[config.mk]
export PLATFORM = sky130hd
export DESIGN_NAME = led_trail_fader_flat
export DESIGN_NICKNAME = d
export VERILOG_FILES = /design/src/rtl/led_trail_fader_if.sv /design/src/rtl/led_trail_fader.sv /design/src/flat_wrapper.sv
export SDC_FILE = /design/constraint.sdc
export NUM_CORES = 1
export LEC_CHECK = 0
export ABC_AREA = 1
export CAP_MARGIN = 20
export CORE_ASPECT_RATIO = 0.5
export CORE_MARGIN = 8
export CORE_UTILIZATION = 30
export CTS_BUF_LIST = sky130_fd_sc_hd__clkbuf_4 sky130_fd_sc_hd__clkbuf_8
export DETAILED_ROUTE_END_ITERATION = 10
export DONT_BUFFER_PORTS = 1
export PLACE_DENSITY = 0.46
export SLEW_MARGIN = 15
export SYNTH_ARGS = -nofsm -noshare
export SYNTH_HDL_FRONTEND = slang
export SYNTH_SLANG_ARGS = --single-unit
export TNS_END_PERCENT = 5
[constraint.sdc]
create_clock -name clk -period 4.7 [get_ports clk]
set_clock_uncertainty 0.15 [all_clocks]
set_input_delay 0.235 -clock clk [delete_from_list [all_inputs] [get_ports clk]]
set_output_delay 0.235 -clock clk [all_outputs]
set_load 0.02 [all_outputs]
[src/rtl/led_trail_fader_if.sv]
// led_trail_fader_if: pattern/enable inputs and LED drive outputs of the trail fader
interface led_trail_fader_if #(
    parameter int WIDTH = 16
);
    logic             enable;
    logic [WIDTH-1:0] pattern_in;
    logic [WIDTH-1:0] led_out;
    logic             fading;

    modport master(output enable, pattern_in, input led_out, fading);
    modport slave(input enable, pattern_in, output led_out, fading);
endinterface

[src/rtl/led_trail_fader.sv]
// led_trail_fader: PWM comet trail, each LED decays linearly after its pattern bit drops
module led_trail_fader #(
    parameter int WIDTH      = 16,
    parameter int DECAY_DIV  = 256,
    parameter int DECAY_STEP = 16
) (
    input logic               clk,
    input logic               rst,
    led_trail_fader_if.slave  bus
);
    localparam int PW = $clog2(DECAY_DIV);

    logic [WIDTH-1:0]      pat_q, pat_d;
    logic [WIDTH-1:0][7:0] level_q, level_d;
    logic [7:0]            pwm_q, pwm_d;
    logic [PW-1:0]         presc_q, presc_d;
    logic [WIDTH-1:0]      led_q, led_d;
    logic                  fading_q, fading_d;
    logic                  tick;

    // next state: counters and levels advance only while enabled, load beats decay
    always_comb begin
        tick     = bus.enable && (presc_q == PW'(DECAY_DIV - 1));
        pat_d    = bus.pattern_in;
        pwm_d    = bus.enable ? pwm_q + 8'd1 : pwm_q;
        presc_d  = bus.enable ? (tick ? '0 : presc_q + 1'b1) : presc_q;
        level_d  = level_q;
        led_d    = '0;
        fading_d = 1'b0;
        for (int i = 0; i < WIDTH; i++) begin
            if (bus.enable)
                level_d[i] = bus.pattern_in[i] ? 8'd255 :
                             tick ? (level_q[i] > 8'(DECAY_STEP) ? level_q[i] - 8'(DECAY_STEP) : 8'd0) :
                             level_q[i];
            led_d[i] = bus.enable && (pat_q[i] || (level_q[i] > pwm_q));
            fading_d = fading_d | (!pat_q[i] && (level_q[i] != 8'd0));
        end
    end

    // state registers with synchronous reset
    always_ff @(posedge clk) begin
        if (rst) begin
            pat_q    <= '0;
            level_q  <= '0;
            pwm_q    <= '0;
            presc_q  <= '0;
            led_q    <= '0;
            fading_q <= 1'b0;
        end else begin
            pat_q    <= pat_d;
            level_q  <= level_d;
            pwm_q    <= pwm_d;
            presc_q  <= presc_d;
            led_q    <= led_d;
            fading_q <= fading_d;
        end
    end

    assign bus.led_out = led_q;
    assign bus.fading  = fading_q;
endmodule

[src/flat_wrapper.sv]
// flat-port wrapper written by rule: the top's interface ports become plain ports
module led_trail_fader_flat 
#(
    parameter int WIDTH      = 16,
    parameter int DECAY_DIV  = 256,
    parameter int DECAY_STEP = 16
)
  (clk, rst, bus_enable, bus_pattern_in, bus_led_out, bus_fading);
  led_trail_fader_if #(.WIDTH(WIDTH)) bus_i ();
  input logic clk;
  input logic rst;
  input wire logic [$bits(bus_i.enable)-1:0] bus_enable;
  input wire logic [$bits(bus_i.pattern_in)-1:0] bus_pattern_in;
  output wire logic [$bits(bus_i.led_out)-1:0] bus_led_out;
  output wire logic [$bits(bus_i.fading)-1:0] bus_fading;
  assign bus_i.enable = bus_enable;
  assign bus_i.pattern_in = bus_pattern_in;
  assign bus_led_out = bus_i.led_out;
  assign bus_fading = bus_i.fading;
  led_trail_fader #(.WIDTH(WIDTH), .DECAY_DIV(DECAY_DIV), .DECAY_STEP(DECAY_STEP)) u_core (.clk(clk), .rst(rst), .bus(bus_i));
endmodule
==> results.md, run 1 <==
* Status: completed
* Synth-to-layout area growth at 12.4%
* CTS max path bufs at 2
* Setup_tns at 0 ns
* CTS clk-pin slew, worst paths at approximately 0.080 ns
* Max incr delay on CP at 0.63 ns
* CTS tree: done
* Final min period at 2.92 ns
* Port-buffer cells at 0
* Final ANT Viol Nets at 0
* Clock network fraction of total power at 34.9%
* Final hold viol count at 0
* CP Launch Type: input port
* Power Internal at 0.00210 W
* Max Freq at 343 MHz
* GRT busiest layer: met2
* R2R setup slack at 1.85 ns
* Synthesized area at 9830 um2
* Met2 Use GR at 23.0%
* Core ar. at 31,900 um2
* Critical Path End Type: flip-flop
* Worst IR drop on VDD at 164 uV
* Dpl hpwl at approximately 18 mm
* Part of the power in registers at 40.0%
* Top delay family on crit path: buffers and inverters
* Synth unique cells at 28
* Cell area power density at 286 nW/um2
* DRC at 0
* Max Cap Viol at 0
* Std cell rows at 46
* WS Path Type: input port to flip-flop
* Sequential fraction of the synthesis area at 26.3%
* Initial antenna violation count at 1
* Avg WL per Cell at about 14 um
* Worst Path Required at 4.97 ns
* Vias post-DR at 8,935
* Hold crit path type: input port to flip-flop
* Die H at about 140 um
* Pre-Repair DR Iteration Count at 5
* Post-Syn Instances at about 1,400
* Max FO, Critical Path at 53
* Multi-input logic area at 6420 um2
* Combinational share of power at approximately a quarter
* Vias in the first global route at approximately 8,500
* Arr. time, crit path at 3.19 ns
* Final period util at 62.1%
* I/O pins at 36
* Layout cells sized above 1 at 3.70%
* Total grt overflow at 0
* Sequential cell area at between 2000 and 3000 um2
* WL final at 26.8 mm
* Drt via density at around 4.7
* Met3 Use GR at around 2.6%
* Ys Warns at 0
* # clock sinks at 129
* Mapped Nets at 1,644
* Mean Syn Cell Area at 6.79 um2
* Clk_lat worst skew at 0.48 ns
* Sw Ratio at between 30% and 40%
* CTS buffer count at 17
* Worst-margin pin slew at 1.09 ns
* Slowest CP cell: dlygate4sd3_1
* CTS root buf: clkbuf_8
* Leak at around 5.6 nW
* RePlAce Congestion at 0.779
* RSZ-0062 raised after global routing: no
* Fillers at ~3,400
* Final #Nets at around 1,700
* Die ar. at 39,200 um2
* Pin count of the biggest net entering global routing at 67
* Met1 Usage GRT at 18.1%
* Final slew viol count at 0
* First-pass GRT wire length at 43.3 mm
* 1st-iter DRT viols at around 470
* Worst relative slew slack at a little over a quarter
* Initial Util at between 30% and 40%
* Final setup viols at 0
* Synthesis-stage register bit count at 129
* Diodes inserted at 0
* Worst Path Buf+Inv at 4
* Psw at about 0.0011 W
* Die Width at 272 um
* Non-Filler Instances at 1,919
* Placed Instances at 1,861
* Total Routing Usage GR at 13.9%
* H-Tree Level Count at 4
* Worst-path cell chain: dlygate4sd3_1 > buf_16 > nand2_1 > inv_1 > nand3b_4 > a21oi_1 > nand2_1 > a21oi_1 > dlygate4sd3_1
==> state kept, by name, summed over array words and instances (netlist names) <==
signal,cells
u_core.bus.led_out,16
u_core.pwm_q,8
u_core.pat_q,16
u_core.bus.fading,1
u_core.presc_q,8
u_core.level_q,80
==> synth_stat cells (all sizes together) <==
master	instances	area [um2]
a21oi	139	805
a31oi	2	12.5
buf	13	68.8
clkbuf	10	37.5
dfxtp	129	2580
ha	178	2230
inv	193	724
nand2	384	1440
nand3	40	200
nand3b	1	20.0
nand4	29	181
nor2	197	742
nor3	22	115
o211ai	4	30.0
o21a	16	120
o21ai	65	325
o21bai	17	128
o31ai	3	22.5
xnor2	1	8.76
xor2	4	35.0
==> logic make-up (layout without fill, tap and decap cells) <==
kind of cell | Yosys count | count (layout) | share of synthesized area [%]
AND/OR/NAND/NOR | 673 | 673 | 27.5
adder cells (fa/ha/maj) | 178 | 178 | 22.7
AO/OA/AOI/OAI | 246 | 246 | 14.7
XOR/XNOR | 5 | 5 | 0.446
flip-flops | 129 | 129 | 26.3
buffers and inverters | 216 | 256 | 8.45
==> stage by stage <==
step / setup WS (ns) / area (um2) / total power [W] / utilization (%) / hold slack [ns]
finish: 1.78 / 11000 / 0.00316 / 34.6 / 0.209
global route: 1.62 / 11000 / 0.00340 / 34.6 / 0.217
CTS: 1.88 / 11000 / 0.00321 / 34.5 / 0.173
detailed placement: 2.33 / 10300 / 0.00204 / 32.3 / 0.162
global placement: 2.43 / 10300 / 0.00202 / 32.3 / 0.160
floorplan: 3.04 / 9830 / 0.00188 / - / 0.234
==> cell usage in the layout (no fill, tap or decap), types with 2 or more instances in the layout <==
cell	count
a21oi_1	128
a21oi_2	2
a21oi_4	9
a31oi_1	2
buf_16	2
buf_4	5
bufinv_16	4
clkbuf_4	2
clkbuf_8	19
clkinv_2	5
clkinvlp_4	2
dfxtp_1	129
dlygate4sd3_1	23
ha_1	178
inv_1	192
nand2_1	384
nand3_1	40
nand4_1	29
nor2_1	196
nor3_1	21
o211ai_1	4
o21a_1	16
o21ai_0	63
o21ai_1	2
o21bai_1	17
o31ai_1	3
xor2_1	4
==> final timing paths <==
path	cells after the start	from	endpoint
worst max-delay path	9	bus_enable	u_core.level_q[7]
worst min-delay path	4	rst	u_core.level_q[84]
worst max register to register	8	u_core.presc_q[1]	u_core.level_q[7]
worst min register to register	2	u_core.pat_q[5]	u_core.bus.led_out[5]
==> per-layer routing <==
metal | part of all wire [%] | wire, um
met3 | 3.5 | 943
met5 | 0 | 0
met2 | 45 | 12000
met4 | 1.9 | 497
met1 | 50 | 13400
==> power by group through the flow <==
stage               clock (W)  sequential (W)  combinational [W]
floorplan                   0         0.00126           0.000613
global placement            0         0.00129           0.000731
detailed placement          0         0.00129           0.000750
CTS                   0.00115         0.00127           0.000799
global route          0.00119         0.00128           0.000936
finish                0.00110         0.00126           0.000792
==> what timing repair did <==
item                                   4_1_cts  5_1_grt
buffers inserted                             0        0
hold buffers                                25        0
endpoints found under the hold margin      111        0
gates resized for setup                      0        0
==> worst min-delay path, delay by kind of cell <==
family        cells  cell delay (ns)
buf+inv           2             0.37
simple gates      2             0.19
==> layout make-up <==
type,instances,share of cell area [%]
Clock inverter,11,1.45
Inverter,193,6.56
Multi-Input combinational cell,1102,58.1
Timing Repair Buffer,31,3.06
Sequential cell,129,23.4
Tap cell,432,4.90
Clock buffer,21,2.50
No activity file was read; power rests on OpenSTA's default activity.
==> run 2, diff against run 1 <==
--- a/config.mk
+++ b/config.mk
@@ -5,7 +5,7 @@
 export SDC_FILE = /design/constraint.sdc
 export NUM_CORES = 1
 export LEC_CHECK = 0
-export ABC_AREA = 1
+export ABC_AREA = 0
 export CAP_MARGIN = 20
 export CORE_ASPECT_RATIO = 0.5
 export CORE_MARGIN = 8
==> constraint.sdc (replaced) <==
create_clock -name clk -period 2.75 [get_ports clk]
set_clock_uncertainty 0.15 [all_clocks]
set_input_delay 0.1375 -clock clk [delete_from_list [all_inputs] [get_ports clk]]
set_output_delay 0.1375 -clock clk [all_outputs]
set_load 0.02 [all_outputs]
==> run 2 against run 1 <==
Net effect: critical path depth is 1 lower; sequential power is 72% higher; clock power is 71% higher; global-route usage is 0.094 points higher; worst setup slack worse by 1.7 ns; hold slack worse by 0.081 ns; critical path type unchanged; largest cell class unchanged.
==> results.md, run 2 <==
* Top delay family on crit path: buffers and inverters
* I/O pins at 36
* First-pass GRT wire length at 40.0 mm
* Async SR Flop Fraction at 0%
* Synth top area share at 28.9%
* Final period util at 96.4%
* Layout Utilization at about a third
* Initial Util at 30.7%
* CP Launch Type: input port
* Status: completed
* Vias in the first global route at 7,212
* RSZ-0062 raised after global routing: no
* CTS tree: done
* Post-Syn Instances at 1,041
* Arr. time, crit path at approximately 2.9 ns
* Setup_tns at 0 ns
* Critical path's most frequent cell: dlygate4sd3_1
* CP Depth at 8
* Pre-Repair DR Iteration Count at 4
* Mapped Nets at 1,238
* CTS max path bufs at 2
* Layout cells sized above 1 at under 10%
* Synth-to-layout area growth at 13.6%
* Final ANT Viol Nets at 0
* Worst Path Required at ~3.0 ns
* Vias post-DR at 7,805
* R2R Path Start: u_core.presc_q[0]
* Final min period at ~2.7 ns
* Avg WL per Cell at about 18 um
* Slowest CP cell: dlygate4sd3_1
* Clk_lat worst skew at about 0.47 ns
* Critical Path End Type: flip-flop
* Max Cap Viol at 0
* CTS clk-pin slew, worst paths at 0.08 ns
* Ranking of synthesized cells by area: dfxtp_1 (29%), ha_1 (25%), o21ai_0 (5.1%)
* Diodes inserted at 0
* Synthesis-stage register bit count at between 100 and 150
* WL final at 25.8 mm
* Std cell rows at 44
* Post-synth EDFFs at 0
* Most frequent cell after synthesis: ha_1
* WS Path Type: input port to flip-flop
* Final setup viols at 0
* Depth of the most critical reg-to-reg path at 7
* Die H at 138 um
* CTS buffer count at 17
* Max FO, Critical Path at 61
* Leak at 4.02 nW
* Final hold viol count at 0
* Die Width at 260 um
* 1st-iter DRT viols at 515
* Synth top cells by count: ha_1 (178), dfxtp_1 (129), o21ai_0 (92)
* Drt via density at 5.32
* DRC at 0
* Pin count of the biggest net entering global routing at approximately 120
* Hold crit path type: input port to flip-flop
* Post-synth top area cell: dfxtp_1
* RePlAce Congestion at between 0.7 and 0.8
* Initial antenna violation count at 0
* Synthesized area at 8950 um2
* Final #Nets at about 1,300
* Cell area power density at 507 nW/um2
* Hold path depth at 2
* Min-delay src: bus_enable
* R2R setup slack at 0.14 ns
* Max Freq at 377 MHz
* Largest Register: u_core.level_q
* # clock sinks at 129
* Dpl hpwl at between 15 and 20 mm
* CTS root buf: clkbuf_8
* Fillers at 2,989
* H-Tree Level Count at 4
* Reg2Reg Capture Point: u_core.level_q[122]
* Worst-path cell chain: dlygate4sd3_1 > buf_16 > nand3_2 > or3_2 > buf_12 > o21ai_1 > a21oi_1 > dlygate4sd3_1
* Commonest non-fill, non-tap cell in the layout: ha_1
* Endpoint, Worst Hold: u_core.level_q[12]
* Most frequent cells in the layout: ha_1 (178), dfxtp_1 (129), o21ai_0 (91)
* Worst Path Buf+Inv at 4
* Total Routing Usage GR at 14.0%
* Largest register FFs at 80
* Synth unique cells at 43
* Max incr delay on CP at 0.65 ns
* Die ar. at around 36,000 um2
* Sequential fraction of the synthesis area at 28.9%
* Final slew viol count at 0
* Worst-margin pin slew at 0.914 ns
* Port-buffer cells at 0
* Mean Syn Cell Area at 8.59 um2
* Ys Warns at 0
* Total grt overflow at 0
* Top FF cell, synth: dfxtp_1
* Worst relative slew slack at 39.0%
* Worst IR drop on VDD at 257 uV
* Core ar. at 29,200 um2
[run 2: cell types whose count changed in the layout (fill, tap and decap cells not counted), moves of 17 or more]
cell      previous run  this run
nor2b_1              0        71
nand2_1            384        35
inv_1              192        88
a21o_1               0        17
nand3_1             40         3
a31oi_1              2        60
a21oi_1            128        55
a221oi_1             0        25
nor2_1             196        66
o21ai_0             63        91
[run 2: kinds of logic after synthesis]
kind of cell	share of synthesized area [%]
AO/OA/AOI/OAI	21.3
XOR/XNOR	1.96
adder cells (fa/ha/maj)	24.9
buffers and inverters	5.33
flip-flops	28.9
multiplexers	0.224
AND/OR/NAND/NOR	17.4
[run 2: final cells by class]
type / instances / area (um2) / share of cell area [%]
multi-input combinational: 788 / 5900 / 58.0
sequential: 129 / 2580 / 25.4
tap: 391 / 489 / 4.82
timing repair buffer: 39 / 425 / 4.19
inverter: 88 / 330 / 3.25
clock buffer: 21 / 277 / 2.72
clock inverter: 10 / 159 / 1.56
[run 2: how the worst max path moves through the flow]
stage / endpoint / startpoint / slack (ns)
final: u_core.level_q[122] / bus_enable / 0.1
after global routing: u_core.level_q[122] / u_core.presc_q[0] / 0.06
after CTS: u_core.level_q[122] / bus_enable / 0.15
after detailed placement: u_core.level_q[62] / u_core.presc_q[0] / 0.45
after global placement: u_core.level_q[110] / u_core.presc_q[0] / 0.51
after floorplan: u_core.level_q[23] / u_core.presc_q[0] / 0.72
[run 2: routing by layer]
| metal | global-route usage [%] | wire, um |
|---|---|---|
| met5 | 0 | 0 |
| met4 | 4.37 | 414 |
| met3 | 3.11 | 1030 |
| met2 | 22.3 | 11600 |
| met1 | 18.6 | 12800 |
[run 2: through the flow]
stage	power, W	hold slack (ns)	std cells	setup WS [ns]	instance area [um2]
after floorplan	0.00297	0.116	1041	0.719	8950
after global placement	0.00318	0.0706	1411	0.510	9450
after detailed placement	0.00322	0.0712	1411	0.453	9450
after CTS	0.00521	0.0914	1466	0.147	10200
after global routing	0.00546	0.105	1466	0.0608	10200
final	0.00515	0.127	1466	0.0998	10200
[run 2: report_power, final]
part           internal (W)  switching (W)  total [W]
clock               0.00105       0.000830    0.00188
sequential          0.00199       0.000176    0.00217
combinational      0.000495       0.000604    0.00110
total               0.00354        0.00161    0.00515
[run 2: worst reg2reg max path, delay by kind of cell (launching register included)]
kind                       cells  cell delay (ns)
adders and majority gates      1             0.23
and+or+nand+nor                2             0.66
buffers and inverters          2             0.81
AOI/OAI and AO/OA              2             0.30
DFF                            1             0.37
[run 2: timing repair]
item	CTS	global route
hold buffers	24	0
endpoints found under the hold margin	129	0
buffers inserted	0	0
setup endpoints to repair	0	1
resized for setup	0	1
